<file path="src/rtl/vmem_pkg.sv">
// Shared types and constants for the vector memory sequencer.
// The optional VSEQ_STRIDE_EN build uses STRIDE_W for the programmable stride port.
package vmem_pkg;

   localparam int unsigned STRIDE_W = 16;

   typedef enum logic [1:0] {
      IDLE  = 2'd0,
      S_ACC = 2'd1,
      V_ACC = 2'd2
   } state_e;

   typedef enum logic {
      GNT_S = 1'b0,
      GNT_V = 1'b1
   } gnt_e;

endpackage

</file>
<file path="src/rtl/lane_addr_gen.sv">
// Lane address accumulator: loads a base address, then adds the stride once per lane.
// Sums wrap modulo 2^A; clearing parks the address at zero between accesses.
module lane_addr_gen #(
   parameter int unsigned A = 32
) (
   input  logic         clk,
   input  logic         rst_n,
   input  logic         load_i,
   input  logic         step_i,
   input  logic         clr_i,
   input  logic [A-1:0] base_i,
   input  logic [A-1:0] stride_i,
   output logic [A-1:0] addr_o
);

   logic [A-1:0] addr_q, addr_d;

   // Load wins over step, step wins over clear.
   always_comb begin
      addr_d = addr_q;
      if (load_i) begin
         addr_d = base_i;
      end else if (step_i) begin
         addr_d = addr_q + stride_i;
      end else if (clr_i) begin
         addr_d = '0;
      end
   end

   always_ff @(posedge clk or negedge rst_n) begin
      if (!rst_n) begin
         addr_q <= '0;
      end else begin
         addr_q <= addr_d;
      end
   end

   assign addr_o = addr_q;

endmodule

</file>
<file path="src/rtl/vector_mem_sequencer.sv">
// Arbitrates scalar and vector requests onto a single-port data memory.
// Define VSEQ_STRIDE_EN to add the signed 16-bit v_stride_i port; otherwise stride is +1.
module vector_mem_sequencer
   import vmem_pkg::*;
#(
   parameter int unsigned L     = 8,
   parameter int unsigned LANES = 8,
   parameter int unsigned A     = 32
) (
   input  logic                 CLK,
   input  logic                 RST,
   input  logic                 s_req_i,
   input  logic                 s_we_i,
   input  logic [A-1:0]         s_addr_i,
   input  logic [L-1:0]         s_wdata_i,
   output logic                 s_ack_o,
   output logic [L-1:0]         s_rdata_o,
   input  logic                 v_req_i,
   input  logic                 v_we_i,
   input  logic [A-1:0]         v_addr_i,
`ifdef VSEQ_STRIDE_EN
   input  logic [STRIDE_W-1:0]  v_stride_i,
`endif
   input  logic [LANES*L-1:0]   v_wdata_i,
   output logic                 v_done_o,
   output logic                 v_busy_o,
   output logic [LANES*L-1:0]   v_rdata_o,
   output logic [A-1:0]         mem_addr_o,
   output logic [L-1:0]         mem_wdata_o,
   output logic                 mem_wren_o,
   input  logic [L-1:0]         mem_rdata_i
);

   localparam int unsigned      LW        = (LANES > 1) ? $clog2(LANES) : 1;
   localparam logic [LW-1:0]    LAST_LANE = LW'(LANES - 1);

   state_e                      state_q, state_d;
   gnt_e                        last_q, last_d;
   logic [LW-1:0]               lane_q, lane_d;
   logic [LW-1:0]               lane_nxt;
   logic [LANES-1:0][L-1:0]     wdata_q, wdata_d;
   logic                        s_ack_q, s_ack_d;
   logic [L-1:0]                s_rdata_q, s_rdata_d;
   logic                        v_done_q, v_done_d;
   logic                        v_busy_q, v_busy_d;
   logic [LANES-1:0][L-1:0]     v_rdata_q, v_rdata_d;
   logic [L-1:0]                mem_wdata_q, mem_wdata_d;
   logic                        mem_wren_q, mem_wren_d;

   logic                        grant_s, grant_v;
   logic                        gen_load, gen_step, gen_clr;
   logic [A-1:0]                gen_base;
   logic [A-1:0]                stride;
   logic [A-1:0]                gen_addr;

`ifdef VSEQ_STRIDE_EN
   logic [A-1:0]                stride_q, stride_d;
   assign stride = stride_q;
`else
   assign stride = A'(1);
`endif

   // Next-state, grant and datapath control.
   always_comb begin
      state_d     = state_q;
      last_d      = last_q;
      lane_d      = lane_q;
      wdata_d     = wdata_q;
      s_ack_d     = 1'b0;
      s_rdata_d   = s_rdata_q;
      v_done_d    = 1'b0;
      v_busy_d    = v_busy_q;
      v_rdata_d   = v_rdata_q;
      mem_wdata_d = mem_wdata_q;
      mem_wren_d  = mem_wren_q;
      gen_load    = 1'b0;
      gen_step    = 1'b0;
      gen_clr     = 1'b0;
      gen_base    = s_addr_i;
      grant_s     = 1'b0;
      grant_v     = 1'b0;
      lane_nxt    = lane_q + LW'(1);
`ifdef VSEQ_STRIDE_EN
      stride_d    = stride_q;
`endif

      unique case (state_q)
         IDLE: begin
            // No grant during a completion pulse so a held request is not served twice.
            if (!s_ack_q && !v_done_q) begin
               grant_s = s_req_i && (!v_req_i || (last_q == GNT_V));
               grant_v = v_req_i && !grant_s;
            end
            lane_d = '0;
            if (grant_s) begin
               state_d     = S_ACC;
               last_d      = GNT_S;
               gen_load    = 1'b1;
               gen_base    = s_addr_i;
               mem_wren_d  = s_we_i;
               mem_wdata_d = s_wdata_i;
            end else if (grant_v) begin
               state_d     = V_ACC;
               last_d      = GNT_V;
               gen_load    = 1'b1;
               gen_base    = v_addr_i;
               mem_wren_d  = v_we_i;
               wdata_d     = v_wdata_i;
               mem_wdata_d = v_wdata_i[L-1:0];
               v_busy_d    = 1'b1;
`ifdef VSEQ_STRIDE_EN
               stride_d    = A'($signed(v_stride_i));
`endif
            end
         end

         S_ACC: begin
            if (!mem_wren_q) begin
               s_rdata_d = mem_rdata_i;
            end
            s_ack_d     = 1'b1;
            state_d     = IDLE;
            mem_wren_d  = 1'b0;
            mem_wdata_d = '0;
            gen_clr     = 1'b1;
         end

         V_ACC: begin
            if (!mem_wren_q) begin
               v_rdata_d[lane_q] = mem_rdata_i;
            end
            if (lane_q == LAST_LANE) begin
               state_d     = IDLE;
               v_done_d    = 1'b1;
               v_busy_d    = 1'b0;
               mem_wren_d  = 1'b0;
               mem_wdata_d = '0;
               gen_clr     = 1'b1;
               lane_d      = '0;
            end else begin
               lane_d      = lane_nxt;
               gen_step    = 1'b1;
               mem_wdata_d = wdata_q[lane_nxt];
            end
         end

         default: begin
            state_d = IDLE;
         end
      endcase
   end

   always_ff @(posedge CLK or negedge RST) begin
      if (!RST) begin
         state_q     <= IDLE;
         last_q      <= GNT_V;
         lane_q      <= '0;
         wdata_q     <= '0;
         s_ack_q     <= 1'b0;
         s_rdata_q   <= '0;
         v_done_q    <= 1'b0;
         v_busy_q    <= 1'b0;
         v_rdata_q   <= '0;
         mem_wdata_q <= '0;
         mem_wren_q  <= 1'b0;
      end else begin
         state_q     <= state_d;
         last_q      <= last_d;
         lane_q      <= lane_d;
         wdata_q     <= wdata_d;
         s_ack_q     <= s_ack_d;
         s_rdata_q   <= s_rdata_d;
         v_done_q    <= v_done_d;
         v_busy_q    <= v_busy_d;
         v_rdata_q   <= v_rdata_d;
         mem_wdata_q <= mem_wdata_d;
         mem_wren_q  <= mem_wren_d;
      end
   end

`ifdef VSEQ_STRIDE_EN
   always_ff @(posedge CLK or negedge RST) begin
      if (!RST) begin
         stride_q <= '0;
      end else begin
         stride_q <= stride_d;
      end
   end
`endif

   lane_addr_gen #(
      .A (A)
   ) u_lane_addr_gen (
      .clk      (CLK),
      .rst_n    (RST),
      .load_i   (gen_load),
      .step_i   (gen_step),
      .clr_i    (gen_clr),
      .base_i   (gen_base),
      .stride_i (stride),
      .addr_o   (gen_addr)
   );

   assign s_ack_o     = s_ack_q;
   assign s_rdata_o   = s_rdata_q;
   assign v_done_o    = v_done_q;
   assign v_busy_o    = v_busy_q;
   assign v_rdata_o   = v_rdata_q;
   assign mem_addr_o  = gen_addr;
   assign mem_wdata_o = mem_wdata_q;
   assign mem_wren_o  = mem_wren_q;

endmodule

</file>
<file path="config.mk">
export PLATFORM = sky130hd
export DESIGN_NAME = vector_mem_sequencer
export DESIGN_NICKNAME = d
export VERILOG_FILES = /design/src/rtl/vmem_pkg.sv /design/src/rtl/lane_addr_gen.sv /design/src/rtl/vector_mem_sequencer.sv
export SDC_FILE = /design/constraint.sdc
export NUM_CORES = 1
export LEC_CHECK = 0
export CORE_ASPECT_RATIO = 0.5
export CORE_MARGIN = 2
export CORE_UTILIZATION = 53
export CTS_BUF_LIST = sky130_fd_sc_hd__clkbuf_4
export CTS_CLUSTER_SIZE = 8
export DETAILED_ROUTE_END_ITERATION = 8
export PLACE_DENSITY = 0.86
export SLEW_MARGIN = 20
export SYNTH_ARGS = -nofsm -noshare
export SYNTH_HDL_FRONTEND = slang
export SYNTH_SLANG_ARGS = --single-unit
</file>
<file path="constraint.sdc">
create_clock -name CLK -period 3.5 [get_ports CLK]
set_clock_uncertainty 0.15 [all_clocks]
set_input_delay 0.7 -clock CLK [delete_from_list [all_inputs] [get_ports CLK]]
set_output_delay 0.7 -clock CLK [all_outputs]
set_load 0.02 [all_outputs]
</file>
After elaboration in Yosys (flattened, before gate mapping)
Index checks and enable logic that the tools add are counted.
- add/subtract/negate cells: 2
- $lt $le $gt $ge: 3
- eq/ne operators: 7
- muxes and demuxes: 42
- bitwise operators: 2
- reductions and logical operators: 22
- operator list (operator ; count):
    $mux W32 ; 6
    $bwmux W64 ; 1
    $mux W8 ; 5
    $add A32 B1 Y32 const B ; 1
    $bmux W8 S3 ; 1
    $demux W8 S3 ; 1
    $pmux W8 S3 ; 1
    $mux W1 ; 18
    $reduce_and A2 Y1 ; 5
    $lt A3 B4 Y1 const B ; 2
    $mux W2 ; 3
    $ne A2 B2 Y1 const B ; 3
    $pmux W3 S2 ; 1
    $reduce_and A3 Y1 ; 2
    $reduce_bool A3 Y1 ; 2
    $logic_and A1 B1 Y1 ; 4
    $logic_not A1 Y1 ; 4
    $pmux W1 S2 ; 2
    $pmux W2 S2 ; 1
    $reduce_and A4 Y1 ; 1
    $reduce_bool A2 Y1 ; 2
    $add A3 B1 Y3 const B ; 1
    $eq A3 B3 Y1 const B ; 1
    $ge A3 B1 Y1 const B ; 1
    8 further kinds ; 9
- bits in registers: 186
- output and inout port bits: 116

Longest topological paths before layout
Gate-level depths: netlist of the first run.
- depth after elaboration: 11
- gate-level depth with buffers: 11
- mapped depth without buffers: 7

By module
Synthesis of the first run repeated with hierarchy kept, for this count alone.
- cells, all modules: 818
- area total of the unflattened synthesis: 10042.1 µm²
- modules (own cells, without submodules) (module ; instances ; cells each ; area an instance (µm²)):
    vector_mem_sequencer ; 1 ; 456 ; 6970.4
    lane_addr_gen ; 1 ; 362 ; 3071.7

Least setup slack after synthesis of the first run
OpenSTA, ideal clock, no wires.
- kind: reg-to-reg
- start point: reg lane_q[0]
- end point: reg mem_wdata_q[0], in the netlist mem_wdata_o[0]
- setup time: 0.126 ns
- data arrival time: 1.920 ns
- setup slack: 1.304 ns
- cell stages (with the launch flop): 8
- cells stage by stage: dfrtp_1 -> ha_1 -> clkbuf_1 -> buf_2 -> mux4_2 -> mux2_2 -> a2bb2oi_1 -> a21oi_1
- word-level cells in the longest chain between the ends: 5
- ends and longest elaborated chain (element ; RTL line ; RTL):
    start, declared ; vector_mem_sequencer.sv:39 ; logic [LW-1:0] lane_q, lane_d;
    start signal, assigned ; vector_mem_sequencer.sv:169 ; lane_q <= lane_d;
    $add A3 B1 Y3 ; vector_mem_sequencer.sv:82 ; lane_nxt = lane_q + LW'(1);
    $bmux W8 S3 ; vector_mem_sequencer.sv:143 ; mem_wdata_d = wdata_q[lane_nxt];
    $mux W8 (implied by the code) ; vector_mem_sequencer.sv:143 ;
    $mux W8 (*) ; vector_mem_sequencer.sv:132 ; if (lane_q == LAST_LANE) begin
    $pmux W8 S3 (*) ; vector_mem_sequencer.sv:87 ; unique case (state_q)
    end signal, assigned ; vector_mem_sequencer.sv:176 ; mem_wdata_q <= mem_wdata_d;
    end, declared ; vector_mem_sequencer.sv:47 ; logic [L-1:0] mem_wdata_q, mem_wdata_d;
Every way passes the cells marked *; elsewhere a longest branch is shown, timed or not. The select of a mux whose other input is x is not followed.
A chain may end at the register's enable or synchronous reset.

Worst setup path in the final report of the first run
- start point: reg state_q[0]
- end point: reg u_lane_addr_gen.addr_q[29], in the netlist u_lane_addr_gen.addr_o[29]
- word-level cells in the longest chain between the ends: 4
- ends and longest elaborated chain (element ; RTL line ; RTL):
    start, declared ; vector_mem_sequencer.sv:37 ; state_e state_q, state_d;
    start signal, assigned ; vector_mem_sequencer.sv:167 ; state_q <= state_d;
    $eq A2 B2 Y1 ; vector_mem_sequencer.sv:87 ;
    $mux W1 ; vector_mem_sequencer.sv:87 ;
    $mux W32 ; lane_addr_gen.sv:23 ; end else if (step_i) begin
    $mux W32 ; lane_addr_gen.sv:21 ; if (load_i) begin
    end signal, assigned ; lane_addr_gen.sv:34 ; addr_q <= addr_d;
    end, declared ; lane_addr_gen.sv:16 ; logic [A-1:0] addr_q, addr_d;
Several ways; a longest one is shown, not always the timed one.

==> results.rst, run 1 <==
.. list-table::
   :header-rows: 1

   * - Metric
     - Value
   * - Post-Syn Instances
     - 850
   * - CTS Sinks
     - 186
   * - FILL cells
     - 1160
   * - Worst-case headroom to the max-slew limit
     - 46.0%
   * - Max-cap check violation count
     - 0
   * - First-pass detailed-route iteration total
     - 6
   * - Starting DRT DRC Count
     - 669
   * - Setup-violating endpoint count in the final report
     - 0
   * - Slowest cell on the critical path
     - sky130_fd_sc_hd__dfrtp_1
   * - Category of the critical setup timing path
     - reg2reg
   * - Final number of hold-violating endpoints
     - 0
   * - Clock root buffer master
     - sky130_fd_sc_hd__clkbuf_4
   * - Arrival time of data at the critical path endpoint
     - 3.20 ns
   * - Max Clock Freq
     - 353 MHz
   * - All-Layer GR Usage
     - 29.5%
   * - Kind of end point of the critical path
     - flop
   * - CP Data Required Time
     - 3.87 ns
   * - H-tree depth
     - 4
   * - Met1 usage
     - 36.0%
   * - Unrepaired setup endpoints after global routing
     - no
   * - Syn avg cell area
     - 10.7 um^2
   * - Post-Layout Inst Area
     - 12200 um^2
   * - Vias
     - 7890
   * - Met3 GRT Util
     - 10.9%
   * - Pin count of the biggest net entering global routing
     - 79
   * - Row cnt
     - 33
   * - Final ANT Viol Nets
     - 0
   * - Outcome
     - finished clean
   * - Biggest cell delay along the critical path
     - 0.44 ns
   * - CTS clock-pin slew for the worst setup and hold paths
     - 0.16 ns
   * - Most common cell after layout, fill and taps aside
     - sky130_fd_sc_hd__clkdlybuf4s50_1
   * - Count of flip-flops with a built-in enable after synthesis
     - 0
   * - Die height
     - 96.6 um
   * - Register bit total from synthesis
     - 186
   * - Number of nets produced by synthesis
     - 1007
   * - Post-synth top flop
     - sky130_fd_sc_hd__dfrtp_1
   * - Starting density of the core
     - 54.9%
   * - Worst-path cell chain
     - inv_1 -> ha_1 -> nor3b_2 -> buf_4 -> and3_1 -> buf_4 -> and2_1 -> o221ai_1 -> a22oi_1
   * - DRC violations left
     - 0
   * - Proportion of layout cells with a drive suffix above 1
     - 15.1%
   * - Power per cell area
     - 794 nW/um^2
   * - Clock tree from TritonCTS
     - done
   * - Final-report max-slew violation count
     - 0
   * - Kind of launch point of the worst setup path
     - flop
   * - Yosys cell types
     - 66
   * - Standard cell area after detailed placement
     - 11900 um^2
   * - DPL Wire Length
     - 19.2 mm
   * - Total standard cell area after synthesis
     - 9090 um^2
   * - Core box area
     - 16600 um^2
   * - Buffering stage count on the worst path with inverters included
     - 3
   * - Via count of the first global-routing pass
     - 7891
   * - Met2 global-route usage
     - 50.1%
   * - Most congested layer reported by global routing
     - met2
   * - Most Frequent Cell on Critical Path
     - sky130_fd_sc_hd__buf_4
   * - Number of buffers inserted during clock tree synthesis
     - 17
   * - Pin slew with the least headroom to its limit
     - 0.810 ns
   * - Routability cong.
     - 0.861
   * - Period utilization
     - 81.0%
   * - Hold crit path type
     - reg2reg
   * - Worst voltage drop across the vdd grid
     - 0.499 mV
   * - Shortest clock period the worst path allows after layout
     - 2.83 ns
   * - Maximum fanout along the worst path
     - 24
   * - Sequential cell area
     - 4660 um^2
   * - Leakage Power
     - 5.36 nW
   * - Maximum buffer depth of the clock tree
     - 2
   * - Port Buf Inserts
     - 265
   * - Cell family contributing the most delay on the critical path
     - simple AND/OR/NAND/NOR gates
   * - Setup tns final
     - 0 ns
   * - Fraction of synthesis flops using an asynchronous set or reset pin
     - 100%
   * - Drt wl/cell
     - 19.7 um
   * - Clock latency at the later pin of the worst-skew pair
     - 0.59 ns
   * - Yosys synthesis warning count
     - 0
   * - Routed wire length
     - 26.5 mm
   * - Initial antenna violation count
     - 1
   * - Commonest cells after routing, fill and taps aside
     - sky130_fd_sc_hd__clkdlybuf4s50_1 (264), sky130_fd_sc_hd__nand2_1 (226), sky130_fd_sc_hd__dfrtp_1 (185)
   * - Global-route wire length before repair
     - 41.3 mm
   * - Footprint of the multi-input gates
     - 4170 um^2
   * - I/O pin total
     - 266
   * - Sequential share of the synthesized area
     - 51.2%
   * - Signed area change from the synthesized netlist to the final layout
     - 34.0%
   * - Post-layout total power
     - 0.00967 W
   * - Die Wd
     - 189 um
   * - Via-per-instance ratio
     - 5.88
   * - Overall overflow remaining after global route
     - 0
   * - Total Die Area
     - 18300 um^2
   * - Post-layout net count
     - 1257
area by class of cell:
class	instances	share of cell area, %
inverter	4	0.123
clock buffer	19	1.17
tap	227	2.33
clock inverter	13	0.945
timing repair buffer	281	23.0
multi-input combinational	610	34.2
sequential	186	38.2
antenna	1	0.0205
flip-flops by register name (all words and copies together) (netlist names):
| register | flops |
|---|---|
| v_done_o | 1 |
| s_ack_o | 1 |
| s_rdata_o | 8 |
| last_q | 1 |
| v_busy_o | 1 |
| mem_wdata_o | 8 |
| u_lane_addr_gen.addr_o | 32 |
| wdata_q | 64 |
| mem_wren_o | 1 |
| state_q | 2 |
| v_rdata_o | 64 |
| lane_q | 3 |
layer usage:
| layer | wire length, um | up-vias |
|---|---|---|
| li1 | - | 3537 |
| met1 | 10600 | 3911 |
| met2 | 12700 | 376 |
| met3 | 2590 | 66 |
| met4 | 611 | 0 |
| met5 | 0 | - |
Yosys cell counts, drive strengths merged (10+ instances only):
| library cell | count | area share, % |
|---|---|---|
| a21oi | 24 | 1.4 |
| a22oi | 19 | 1.6 |
| a31oi | 13 | 1.1 |
| and2 | 12 | 0.83 |
| buf | 32 | 2.0 |
| clkbuf | 18 | 0.74 |
| dfrtp | 185 | 51 |
| mux2 | 81 | 10 |
| mux2i | 10 | 1.1 |
| mux4 | 16 | 4.0 |
| nand2 | 227 | 9.4 |
| nand3 | 17 | 1.2 |
| nand4 | 12 | 0.96 |
| nor2 | 29 | 1.2 |
| nor4 | 10 | 1.2 |
| o21ai | 27 | 1.5 |
cell families after synthesis:
family                     Yosys count  synth area share (%)
DFF                                186                  51.2
AOI/OAI and AO/OA                  149                  11.7
and+or+nand+nor                    345                  17.9
buffers and inverters               54                  2.95
xor gates and xnor gates             2                 0.193
muxes                              107                  15.1
adders and majority gates            7                 0.964
per-stage QoR:
step                      instances  utilization, %  setup WS, ns  hold WS [ns]
after detailed placement       1307            71.9         0.542         0.307
final                          1341            73.6         0.666         0.330
after global placement         1307            71.9         0.620         0.304
after global routing           1341            73.6         0.459         0.365
after CTS                      1340            73.6         0.713         0.330
after floorplan                 850               -          1.30         0.254
worst reg2reg max path, stage by stage, from the launching register on:
cell,delay (ns)
sky130_fd_sc_hd__dfrtp_1,0.44
sky130_fd_sc_hd__inv_1,0.12
sky130_fd_sc_hd__ha_1,0.41
sky130_fd_sc_hd__nor3b_2,0.25
sky130_fd_sc_hd__buf_4,0.20
sky130_fd_sc_hd__and3_1,0.35
sky130_fd_sc_hd__buf_4,0.35
sky130_fd_sc_hd__and2_1,0.20
sky130_fd_sc_hd__o221ai_1,0.12
sky130_fd_sc_hd__a22oi_1,0.19
final timing paths:
path | startpoint | to | slack (ns) | cells past startpoint
setup / recovery | state_q[0] | u_lane_addr_gen.addr_o[29] | 0.67 | 9
hold / removal | last_q | last_q | 0.33 | 2
setup reg to reg | state_q[0] | u_lane_addr_gen.addr_o[29] | 0.67 | 9
hold reg to reg | last_q | last_q | 0.33 | 2
max in group asynchronous | RST | u_lane_addr_gen.addr_o[8] | 1.71 | 3
min in group asynchronous | RST | v_rdata_o[61] | 0.54 | 2
timing repair:
action                                 in CTS  in global routing
setup buffers                               0                  0
resized for setup                           0                  0
endpoints found under the hold margin      62                  0
hold buffers                                1                  0
where the power goes:
part,switching (W),internal [W]
Clock,0.000807,0.000317
Sequential,0.000723,0.00299
Combinational,0.00253,0.00230
Total,0.00406,0.00561
Note: power is estimated with default switching activity, not from simulation.
==> run 2: changes to the inputs <==
Settings changed: CORE_UTILIZATION 53 to 45, PLACE_DENSITY 0.86 to 0.78.
Clock period 3.5 ns to 2.35 ns, I/O delays scaled along.
==> run 2 against run 1 <==
  * Combinational power increased by 63%
  * Core utilization is 8.4 points lower
  * Sequential power increased by 48%
  * Design area rose by 5.1%
  * Sequential cell count did not move
  * Global-route usage down 3.5 points
  * Routed wire length grew 5.4%
  * First-iteration DRC count fell by 18%
  * Die area up 17%
  * Clock power grew 54%
  * Critical path type is now reg2out
  * Critical endpoint is now mem_addr_o[28]
  * Largest cell class unchanged
==> results.rst, run 2 (synthesized netlist as in run 1, its figures left out) <==
.. list-table::
   :header-rows: 1

   * - Metric
     - Value
   * - Clock tree from TritonCTS
     - done
   * - Max-cap check violation count
     - 0
   * - Die Wd
     - 205 um
   * - Arrival time of data at the critical path endpoint
     - 1.67 ns
   * - Biggest cell delay along the critical path
     - 0.64 ns
   * - Final-report max-slew violation count
     - 0
   * - Commonest cells after routing, fill and taps aside
     - sky130_fd_sc_hd__clkdlybuf4s50_1 (236), sky130_fd_sc_hd__nand2_1 (226), sky130_fd_sc_hd__dfrtp_1 (174)
   * - Category of the critical setup timing path
     - reg2out
   * - Worst voltage drop across the vdd grid
     - 0.773 mV
   * - Footprint of the multi-input gates
     - 4180 um^2
   * - Pin count of the biggest net entering global routing
     - 66
   * - Outcome
     - finished clean
   * - Final number of hold-violating endpoints
     - 0
   * - Power per cell area
     - 1180 nW/um^2
   * - Worst-path cell chain
     - clkdlybuf4s50_1
   * - Hold crit path type
     - in2async
   * - Number of buffers inserted during clock tree synthesis
     - 17
   * - Cell total after placement
     - 1382
   * - Maximum fanout along the worst path
     - 6
   * - Pin slew with the least headroom to its limit
     - 0.544 ns
   * - Shortest clock period the worst path allows after layout
     - 2.29 ns
   * - Starting DRT DRC Count
     - 549
   * - Slowest cell on the critical path
     - sky130_fd_sc_hd__clkdlybuf4s50_1
   * - CTS Sinks
     - 186
   * - Total Die Area
     - 21400 um^2
   * - Via-per-instance ratio
     - 5.61
   * - Starting density of the core
     - 46.3%
   * - Global-route wire length before repair
     - 43.4 mm
   * - Sequential Power Share
     - 36.3%
   * - H-tree depth
     - 4
   * - I/O pin total
     - 266
   * - Final ANT Viol Nets
     - 0
   * - Net switching component of the power
     - 0.00630 W
   * - Fraction of power spent switching nets
     - 41.8%
   * - Part of the total power dissipated in the clock network
     - 11.4%
   * - Final Worst Setup Slack
     - 0.0596 ns
   * - Sequential cell area
     - 4670 um^2
   * - Buffering stage count on the worst path with inverters included
     - 1
   * - Initial antenna violation count
     - 1
   * - Clock latency at the later pin of the worst-skew pair
     - 0.57 ns
   * - Leakage Power
     - 5.87 nW
   * - Unrepaired setup endpoints after global routing
     - yes
   * - Routed wire length
     - 27.9 mm
   * - Post-layout net count
     - 1298
   * - CP Data Required Time
     - 1.73 ns
   * - Kind of launch point of the worst setup path
     - flop
   * - First-pass detailed-route iteration total
     - 5
   * - Cell family contributing the most delay on the critical path
     - buffers and inverters
   * - Non-Filler Instances
     - 1419
   * - Signed area change from the synthesized netlist to the final layout
     - 40.8%
   * - Core box area
     - 19600 um^2
   * - CTS clock-pin slew for the worst setup and hold paths
     - 0.18 ns
   * - All-Layer GR Usage
     - 26.1%
   * - Drt wl/cell
     - 19.7 um
   * - Max Clock Freq
     - 437 MHz
   * - Antenna cell count
     - 0
   * - Proportion of layout cells with a drive suffix above 1
     - 19.3%
   * - Most common cell after layout, fill and taps aside
     - sky130_fd_sc_hd__clkdlybuf4s50_1
   * - Worst-case headroom to the max-slew limit
     - 63.7%
   * - Period utilization
     - 97.5%
   * - Die height
     - 104 um
   * - Clock root buffer master
     - sky130_fd_sc_hd__clkbuf_4
   * - FILL cells
     - 1528
   * - DRC violations left
     - 0
   * - Maximum buffer depth of the clock tree
     - 2
   * - Overall overflow remaining after global route
     - 0
   * - Routability cong.
     - 0.901
   * - Via count of the first global-routing pass
     - 8045
   * - DPL Wire Length
     - 20.5 mm
   * - Row cnt
     - 36
   * - Setup-violating endpoint count in the final report
     - 0
   * - Fraction of power consumed by combinational cells
     - 52.2%
   * - Pre-CTS setup slack
     - -0.121 ns
   * - Port Buf Inserts
     - 265
   * - Vias
     - 7958
   * - Kind of end point of the critical path
     - output port
   * - Internal power
     - 0.00877 W
==> run 2: cell count changes in the layout (fill, tap and decap cells not counted), moves of 3 or more <==
| cell | delta |
|---|---|
| sky130_fd_sc_hd__clkdlybuf4s50_1 | -28 |
| sky130_fd_sc_hd__dlygate4sd2_1 | +11 |
| sky130_fd_sc_hd__dfrtp_1 | -11 |
| sky130_fd_sc_hd__dfrtp_2 | +11 |
| sky130_fd_sc_hd__dlymetal6s2s_1 | +17 |
| sky130_fd_sc_hd__buf_12 | +14 |
| sky130_fd_sc_hd__buf_4 | +25 |
| sky130_fd_sc_hd__inv_6 | +3 |
==> run 2: through the flow <==
stage                     total power [W]  TNS (ns)  util [%]  hold WS (ns)  area [um^2]
after floorplan                   0.00979         0         -        0.0244         9090
after global placement             0.0130   -0.0374      63.2         0.303        12400
after detailed placement           0.0133     -6.11      63.2         0.309        12400
after CTS                          0.0150         0      64.6         0.213        12700
after global routing               0.0160    -0.112      65.2         0.204        12800
final                              0.0151         0      65.2         0.247        12800
==> run 2: worst register-to-register path: cells and delay by family (launching register included) <==
family                   cells  cell delay [ns]
AND/OR/NAND/NOR              2             0.38
buffers and inverters        2             0.33
flip-flops                   1             0.44
adder cells (fa/ha/maj)      2             0.45
AO/OA/AOI/OAI                2             0.48
==> run 2: worst paths after layout <==
check,to,slack (ns),depth (start not counted),startpoint
max reg2reg,u_lane_addr_gen.addr_o[9],0.08,8,lane_q[0]
min reg2reg,last_q,0.34,2,last_q
min in group CLK,wdata_q[18],0.25,3,v_wdata_i[18]
max,mem_addr_o[28],0.06,1,u_lane_addr_gen.addr_o[28]
max in group asynchronous,u_lane_addr_gen.addr_o[3],1.01,3,RST
min,wdata_q[31],0.25,2,RST
==> run 2: routing by layer <==
metal	part of all wire, %	up-vias	track usage [%]
li1	-	3627	-
met1	41	3992	33.7
met2	49	293	43.0
met3	7.8	46	6.55
met4	2.2	0	8.53
met5	0	-	0
==> run 2: power groups by stage <==
stage	clock (W)	sequential [W]	combinational (W)
detailed placement	0	0.00550	0.00782
global route	0.00189	0.00564	0.00845
finish	0.00172	0.00548	0.00787
global placement	0	0.00542	0.00762
floorplan	0	0.00609	0.00370
CTS	0.00175	0.00546	0.00779
==> run 2: final cells by class <==
cell class	count	share of cell area [%]
inverter	4	0.117
timing repair buffer	322	26.1
multi-input combinational	610	32.7
clock buffer	18	1.06
sequential	186	36.5
clock inverter	13	1.04
tap	266	2.60
==> run 2: repair_timing <==
item	in CTS	in global routing
pin swaps	1	4
setup buffers	1	3
resized for setup	21	25
hold endpoints to repair	48	0
gates cloned	0	1
hold buffers	1	0
endpoints found under the setup margin	22	108
==> run 3: changes to the inputs <==
Settings changed: CELL_PAD_IN_SITES_DETAIL_PLACEMENT set to 1, CELL_PAD_IN_SITES_GLOBAL_PLACEMENT set to 1, CORE_ASPECT_RATIO 0.5 to not set, CORE_UTILIZATION 45 to 34, PLACE_DENSITY 0.78 to 0.79.
==> run 3 against run 2 <==
  * The run now ends with DRC left
  * Critical path depth unchanged
  * Sequential share of layout area is 0.26 points lower
  * Design area is 0.61% higher
  * Largest cell class unchanged
  * Total power up 0.78%
  * Via count down 1.7%
==> results.rst, run 3 (synthesized netlist as in run 1, its figures left out) <==
.. list-table::
   :header-rows: 1

   * - Metric
     - Value
   * - Outcome
     - finished with violations
   * - Violations in the final reports
     - DRC
   * - Most common cell after layout, fill and taps aside
     - sky130_fd_sc_hd__clkdlybuf4s50_1
   * - I/O pin total
     - 266
   * - Cell count along the critical path
     - 1
   * - Final ANT Viol Nets
     - 0
   * - Overall overflow remaining after global route
     - 0
   * - Worst voltage drop across the vdd grid
     - 0.476 mV
   * - Pin count of the biggest net entering global routing
     - 59
   * - Buffering stage count on the worst path with inverters included
     - 1
   * - DRC violations left
     - 14
   * - Via-per-instance ratio
     - 5.23
   * - Die height
     - 167 um
   * - Initial antenna violation count
     - 1
   * - Maximum fanout along the worst path
     - 4
   * - Biggest cell delay along the critical path
     - 0.63 ns
   * - R2R Setup Slk
     - 0.09 ns
   * - Setup-violating endpoint count in the final report
     - 0
   * - Signed area change from the synthesized netlist to the final layout
     - 41.7%
   * - Worst-path cell chain
     - clkdlybuf4s50_1
   * - Hold crit path type
     - in2async
   * - CP Data Required Time
     - 1.73 ns
   * - Category of the critical setup timing path
     - reg2out
   * - Capture instance of the worst register-to-register path
     - u_lane_addr_gen.addr_o[9]
   * - Post-layout net count
     - 1303
   * - Post-layout total power
     - 0.0152 W
   * - End-of-flow core utilization
     - 49.3%
   * - Row cnt
     - 59
   * - Final-report max-slew violation count
     - 0
   * - CTS Sinks
     - 186
   * - Routability cong.
     - 0.828
   * - Kind of end point of the critical path
     - output port
   * - Clock root buffer master
     - sky130_fd_sc_hd__clkbuf_4
   * - Leakage Power
     - 5.79 nW
   * - Core box area
     - 26100 um^2
   * - H-tree depth
     - 4
   * - Cell family contributing the most delay on the critical path
     - buffers and inverters
   * - Drt wl/cell
     - 20.4 um
   * - Final number of hold-violating endpoints
     - 0
   * - DPL Wire Length
     - 22.7 mm
   * - Via count of the first global-routing pass
     - 8466
   * - Starting DRT DRC Count
     - 387
   * - Max Clock Freq
     - 442 MHz
   * - Proportion of layout cells with a drive suffix above 1
     - 19.7%
   * - Crit path launch
     - u_lane_addr_gen.addr_o[22]
   * - Worst-case headroom to the max-slew limit
     - 59.0%
   * - CP Capture Point
     - mem_addr_o[22]
   * - Number of buffers inserted during clock tree synthesis
     - 17
   * - Port Buf Inserts
     - 265
   * - Clock latency at the later pin of the worst-skew pair
     - 0.58 ns
   * - First-pass detailed-route iteration total
     - 7
   * - Footprint of the multi-input gates
     - 4210 um^2
   * - Pin slew with the least headroom to its limit
     - 0.609 ns
   * - Kind of launch point of the worst setup path
     - flop
   * - CTS clock-pin slew for the worst setup and hold paths
     - 0.19 ns
   * - Global-route wire length before repair
     - 48.0 mm
   * - Sequential cell area
     - 4660 um^2
   * - Slowest cell on the critical path
     - sky130_fd_sc_hd__clkdlybuf4s50_1
   * - Vias
     - 7824
   * - All-Layer GR Usage
     - 21.9%
   * - Shortest clock period the worst path allows after layout
     - 2.26 ns
   * - Period utilization
     - 96.2%
   * - Commonest cells after routing, fill and taps aside
     - sky130_fd_sc_hd__clkdlybuf4s50_1 (230), sky130_fd_sc_hd__nand2_1 (226), sky130_fd_sc_hd__dfrtp_1 (178)
   * - Total Die Area
     - 28100 um^2
   * - Arrival time of data at the critical path endpoint
     - 1.64 ns
   * - Starting density of the core
     - 34.8%
   * - Routed wire length
     - 30.4 mm
   * - Die Wd
     - 167 um
   * - Maximum buffer depth of the clock tree
     - 2
   * - Max-cap check violation count
     - 0
   * - Clock tree from TritonCTS
     - done
   * - Reg2reg start
     - state_q[0]
   * - R2R cell count
     - 8
   * - Power per cell area
     - 1180 nW/um^2
   * - FILL cells
     - 2905
==> run 3: report_power, final <==
group	internal, W	switching (W)
registers	0.00446	0.000953
clock network	0.000590	0.00129
logic	0.00375	0.00414
total	0.00880	0.00638
==> run 3: through the flow <==
step	instance area [um^2]	cells	hold WS, ns	TNS, ns	worst slack [ns]
floorplan	9090	850	0.0244	0	0.154
global placement	12500	1456	0.303	-0.0117	-0.0117
detailed placement	12500	1456	0.311	-0.852	-0.130
CTS	12800	1489	0.175	0	0.00242
global route	12900	1495	0.177	-0.0227	-0.0227
finish	12900	1495	0.236	0	0.0883
==> run 3: final cells by class <==
class | count | area share, %
Sequential cell | 186 | 36.2
Multi-Input combinational cell | 610 | 32.7
Timing Repair Buffer | 327 | 25.3
Tap cell | 335 | 3.26
Clock inverter | 15 | 1.41
Clock buffer | 17 | 0.991
Inverter | 4 | 0.117
Antenna cell | 1 | 0.0194
==> run 3: worst min path at each step <==
stage                         to  slack, ns  depth (start not counted)
finish              v_rdata_o[5]       0.24                          2
global route         wdata_q[62]       0.18                          3
CTS                  wdata_q[62]       0.17                          3
detailed placement   wdata_q[30]       0.31                          2
global placement     wdata_q[21]       0.30                          2
floorplan              lane_q[0]       0.02                          0
==> run 3: layer usage <==
metal  track usage [%]  up-vias  wire length [um]
met4              6.54        0               701
met1              27.5     3941             12900
met3              4.04       35              1330
met2              38.7      206             15500
li1                  -     3642                 -
met5                 0        -                 0
==> run 3: what timing repair did <==
item                                    4_1_cts  5_1_grt
buffers inserted                              0        4
gates resized for setup                      36       18
endpoints found under the setup margin       31       32
pin swaps                                     0        1
cloned                                        0        1
hold buffers                                  1        0
endpoints found under the hold margin        52        0
